## config.mk

```make
export PLATFORM = sky130hd
export DESIGN_NAME = clk_buff
export DESIGN_NICKNAME = d
export VERILOG_FILES = /design/src/rtl/clk_buff_pkg.sv /design/src/rtl/clk_gate_cell.sv /design/src/rtl/clk_buff.sv
export SDC_FILE = /design/constraint.sdc
export NUM_CORES = 1
export LEC_CHECK = 0
export ABC_AREA = 1
export BUFFER_PORTS_ARGS = -buffer_cell sky130_fd_sc_hd__buf_2
export CELL_PAD_IN_SITES_DETAIL_PLACEMENT = 1
export CELL_PAD_IN_SITES_GLOBAL_PLACEMENT = 2
export CORE_ASPECT_RATIO = 0.7
export CORE_MARGIN = 2
export CORE_UTILIZATION = 30
export DETAILED_ROUTE_END_ITERATION = 16
export GPL_TIMING_DRIVEN = 0
export PLACE_DENSITY_LB_ADDON = 0.25
export REMOVE_ABC_BUFFERS = 1
export SYNTH_ARGS = -nofsm -noshare
export SYNTH_HDL_FRONTEND = slang
export SYNTH_SLANG_ARGS = --single-unit
export TNS_END_PERCENT = 50
```

## constraint.sdc

```tcl
create_clock -name iclk -period 1.6 [get_ports iclk]
set_input_delay 0.08 -clock iclk [delete_from_list [all_inputs] [get_ports iclk]]
set_output_delay 0.08 -clock iclk [all_outputs]
set_load 0.01 [all_outputs]
```

## src/rtl/clk_buff_pkg.sv

```systemverilog
// Shared defaults and types for the clk_buff local clock-root buffer.
`timescale 1ns/1fs
package clk_buff_pkg;

  localparam int unsigned SYNC_STAGES_DEF = 2;
  localparam int unsigned CNT_W_DEF       = 16;

  typedef logic [CNT_W_DEF-1:0] cnt_t;

endpackage

```

## src/rtl/clk_gate_cell.sv

```systemverilog
// Glitch-free clock gate: low-transparent latch with async clear feeding an AND.
// Kept standalone so it can be swapped for a library ICG cell.
`timescale 1ns/1fs
module clk_gate_cell (
  input  logic clk_i,
  input  logic rst_ni,
  input  logic en_i,
  output logic gclk_o,
  output logic gate_o
);

  logic gate_q;

  // Holding while clk_i is high keeps gclk_o pulses full-width; clear overrides.
  always_latch begin
    if (!rst_ni) begin
      gate_q <= 1'b0;
    end else if (!clk_i) begin
      gate_q <= en_i;
    end
  end

  assign gclk_o = clk_i & gate_q;
  assign gate_o = gate_q;

endmodule

```

## src/rtl/clk_buff.sv

```systemverilog
// Clock buffer: zero-delay gated pass-through of iclk with reset-sequenced
// enable and a rising-edge counter of the gated clock.
`timescale 1ns/1fs
module clk_buff
  import clk_buff_pkg::*;
#(
  parameter int unsigned SYNC_STAGES = SYNC_STAGES_DEF,
  parameter int unsigned CNT_W       = CNT_W_DEF
) (
  input  logic             iclk,
  output logic             oclk,
  input  logic             irst_n,
  input  logic             ien,
  output logic             oactive,
  output logic [CNT_W-1:0] ocnt
);

  logic [SYNC_STAGES-1:0] sync_q;
  logic [SYNC_STAGES-1:0] sync_d;
  logic                   en_q;
  logic [CNT_W-1:0]       cnt_q;
  logic [CNT_W-1:0]       cnt_d;
  logic                   ready;
  logic                   gate;
  logic                   gate_en;

  assign sync_d  = {sync_q[SYNC_STAGES-2:0], 1'b1};
  assign ready   = sync_q[SYNC_STAGES-1];
  assign gate_en = ready & en_q;

  always_ff @(posedge iclk or negedge irst_n) begin
    if (!irst_n) begin
      sync_q <= '0;
      en_q   <= 1'b0;
    end else begin
      sync_q <= sync_d;
      en_q   <= ien;
    end
  end

  // gate is stable across the rising edge, so it marks exactly the edges that reach oclk.
  always_comb begin
    cnt_d = cnt_q;
    if (gate) begin
      cnt_d = cnt_q + CNT_W'(1);
    end
  end

  always_ff @(posedge iclk or negedge irst_n) begin
    if (!irst_n) begin
      cnt_q <= '0;
    end else begin
      cnt_q <= cnt_d;
    end
  end

  clk_gate_cell u_gate (
    .clk_i  (iclk),
    .rst_ni (irst_n),
    .en_i   (gate_en),
    .gclk_o (oclk),
    .gate_o (gate)
  );

  assign oactive = gate;
  assign ocnt    = cnt_q;

endmodule

```

==> results.md <==
- Synthesis-to-finish area growth: 34.9%
- Average cell area after synthesis: 8.67 um2
- Clock-pin slew on the worst setup and hold paths: 0.07 ns
- Row count: 17
- Initial detailed-routing violation count: 12
- Data required time of the worst path: 1.52 ns
- PortBufs: 20
- Most frequent standard cell in the layout excluding fill and tap cells: sky130_fd_sc_hd__nand2_1
- Largest area contributor in the synthesized netlist: sky130_fd_sc_hd__dfrtp_1
- Number of antenna violations at the first check in global routing: 0
- Delay of the slowest cell on the worst path: 0.36 ns
- Number of hold buffers added after CTS: 1
- Critical path cell sequence: buf_4 -> nand2_1 -> inv_1 -> buf_2
- Leakage Power: 0.713 nW
- Final TNS setup: -2.57 ns
- Worst setup EP type: output pin
- Post-detailed-route DRC marker count: 0
- Layout cells sized above 1: 0.315
- Number of slew-limit violations in the final report: 0
- Worst reg2reg path startpoint: u_gate.gate_o$_DLATCH_P_
- Violated checks: negative hold slack, negative setup slack
- Max-cap check violation count: 0
- Final Hold Vio Count: 20
- Final ANT Viol Nets: 0
- Routed wire per std cell: 12.1 um
- Wire length after detailed routing: 2260 um
- Summed instance area of the synthesized netlist: 971 um2
- Top-area cell type share of the netlist area: 0.490
- Placed Cells: 169
- Overall die height: 51.6 um
- Leftover overflow at the end of global routing: 0
- Vias in the first global route: 799
- Depth of the worst hold-timing path: 1
- Worst hold slack: -0.697 ns
- Post-Place Worst Slack: -0.561 ns
- Largest net degree at the start of global routing: 22
- Number of warnings printed during yosys synthesis: 0
- Post-route non-filler standard cell count: 187
- Total chip power: 0.00148 W
- Setup WS post-layout: -0.270 ns
- Core area: 3130 um2
- Final setup violation count: 17
- Most frequent cells in the layout: sky130_fd_sc_hd__nand2_1, sky130_fd_sc_hd__buf_2, sky130_fd_sc_hd__dfrtp_1
- Largest driver fanout on the critical path: 3
- Depth of the worst register-to-register path: 5
- Hold_sp: irst_n
- Placer congestion estimate: 0.724
- Overall global routing resource usage: 0.144
- PwrDens: 1130 nW/um2
- Count of different cell masters after synthesis: 21
- Flops & latches, synth: 20
- Die Outline Area: 3710 um2
- Worst setup SP type: latch
- Maximum VDD drop: 501 uV
- Via density: 4.56
- TritonCTS clock tree: done
- Result of the run: finished, violations left
- Signal arrival time at the worst endpoint: 1.79 ns
- Slack of the worst reg-to-reg path: -0.25 ns
- Hold Crit Class: input pin to clock gate
- Top area cells in the synthesized netlist: sky130_fd_sc_hd__dfrtp_1, sky130_fd_sc_hd__nand2_1, sky130_fd_sc_hd__inv_1
- Post-DP HPWL: 1590 um
- End of the worst register-to-register path: ocnt[6]$_DFFE_PN0P_
- Die span in x: 72.0 um
- Final setup skew: 0.0973 ns
- Startpoint-to-endpoint class of the critical path: latch to output pin
- Wire length of the first global-routing pass: 3660 um
- Total number of vias: 853
- Critical Path Slowest Stage Cell: sky130_fd_sc_hd__dlxtp_1
- Setup repair after global routing missed its margin: true
- Net count reported at finish: 153
- Cells after Synth: 112
- Ports: 21
- Latest clock arrival within the worst-skew pair: 0.36 ns
- Antenna diode instance count: 0
- Number of iterations in the first detailed-routing pass: 4
- Initial core utilization: 0.311
-- routing by layer --
| metal | vias up | routed length [um] | global-route usage | part of all wire |
|---|---|---|---|---|
| met3 | 6 | 110 | 0.0601 | 0.049 |
| met2 | 20 | 1060 | 0.215 | 0.47 |
| met4 | 0 | 58 | 0.119 | 0.026 |
| li1 | 414 | - | - | - |
| met1 | 413 | 1030 | 0.161 | 0.46 |
| met5 | - | 0 | 0 | 0 |
-- what timing repair did --
item | 4_1_cts | 5_1_grt
buffers inserted | 7 | 1
endpoints found under the setup margin | 19 | 18
pin swaps | 8 | 8
gates resized for setup | 3 | 4
endpoints found under the hold margin | 21 | 20
-- worst max path at each step --
stage | cells after the start | end | slack, ns | from
final | 4 | oclk | -0.27 | u_gate.gate_o$_DLATCH_P_
after floorplan | 4 | ocnt[8]$_DFFE_PN0P_ | -0.43 | u_gate.gate_o$_DLATCH_P_
after global routing | 4 | oclk | -0.35 | u_gate.gate_o$_DLATCH_P_
after CTS | 5 | ocnt[6]$_DFFE_PN0P_ | -0.27 | u_gate.gate_o$_DLATCH_P_
after detailed placement | 5 | ocnt[14]$_DFFE_PN0P_ | -0.56 | u_gate.gate_o$_DLATCH_P_
after global placement | 5 | ocnt[14]$_DFFE_PN0P_ | -0.58 | u_gate.gate_o$_DLATCH_P_
-- report_power, final --
part	internal, W	switching, W
clock network	0.000403	0.000240
registers	0.000546	0.0000867
logic	0.0000919	0.000116
total	0.00104	0.000442
-- per-stage QoR --
| step | instance area, um2 | util |
|---|---|---|
| 2_1_floorplan | 963 | - |
| 3_3_place_gp | 1110 | 0.355 |
| 3_5_place_dp | 1110 | 0.355 |
| 4_1_cts | 1290 | 0.413 |
| 5_1_grt | 1310 | 0.419 |
| 6_report | 1310 | 0.419 |
-- cells by family (layout without fill, tap and decap cells) --
family,after synthesis,in the layout,share of synthesized area
simple gates,61,61,0.313
xor+xnor,9,9,0.0812
other cells,1,1,0.00386
flops,19,19,0.490
buf+inv,18,55,0.0735
latches,1,1,0.0155
fa+ha+maj,1,1,0.0129
compound gates,2,2,0.0103
-- sequential cells by signal, summed over array words and instances (netlist names) --
signal,cells
ocnt,16
sync_q,2
en_q,1
u_gate.gate_o,1
-- cells in the mapped netlist --
cell type	n
sky130_fd_sc_hd__and3_1	1
sky130_fd_sc_hd__buf_4	1
sky130_fd_sc_hd__conb_1	1
sky130_fd_sc_hd__dfrtp_1	19
sky130_fd_sc_hd__dlxtp_1	1
sky130_fd_sc_hd__ha_1	1
sky130_fd_sc_hd__inv_1	16
sky130_fd_sc_hd__inv_2	1
sky130_fd_sc_hd__nand2_1	34
sky130_fd_sc_hd__nand3_1	5
sky130_fd_sc_hd__nand3_2	1
sky130_fd_sc_hd__nand3_4	1
sky130_fd_sc_hd__nand4_1	6
sky130_fd_sc_hd__nor2_1	8
sky130_fd_sc_hd__nor2_2	2
sky130_fd_sc_hd__nor2_4	1
sky130_fd_sc_hd__nor3_2	1
sky130_fd_sc_hd__nor3_4	1
sky130_fd_sc_hd__o21ai_1	2
sky130_fd_sc_hd__xnor2_1	5
sky130_fd_sc_hd__xor2_1	4
-- worst max-delay path, delay by kind of cell (launching register included) --
kind	cells	cell delay, ns
latches	1	0.36
buffers and inverters	3	0.30
and+or+nand+nor	1	0.05
-- final cells by class --
type                            instances  area, um2
Inverter                               16       65.1
Multi-Input combinational cell         74        424
Clock inverter                          2       8.76
Sequential cell                        20        490
Clock buffer                            9        105
Timing Repair Buffer                   28        169
Tap cell                               38       47.5
Fill cell                             383       1820
(Power assumes the default switching activity.)
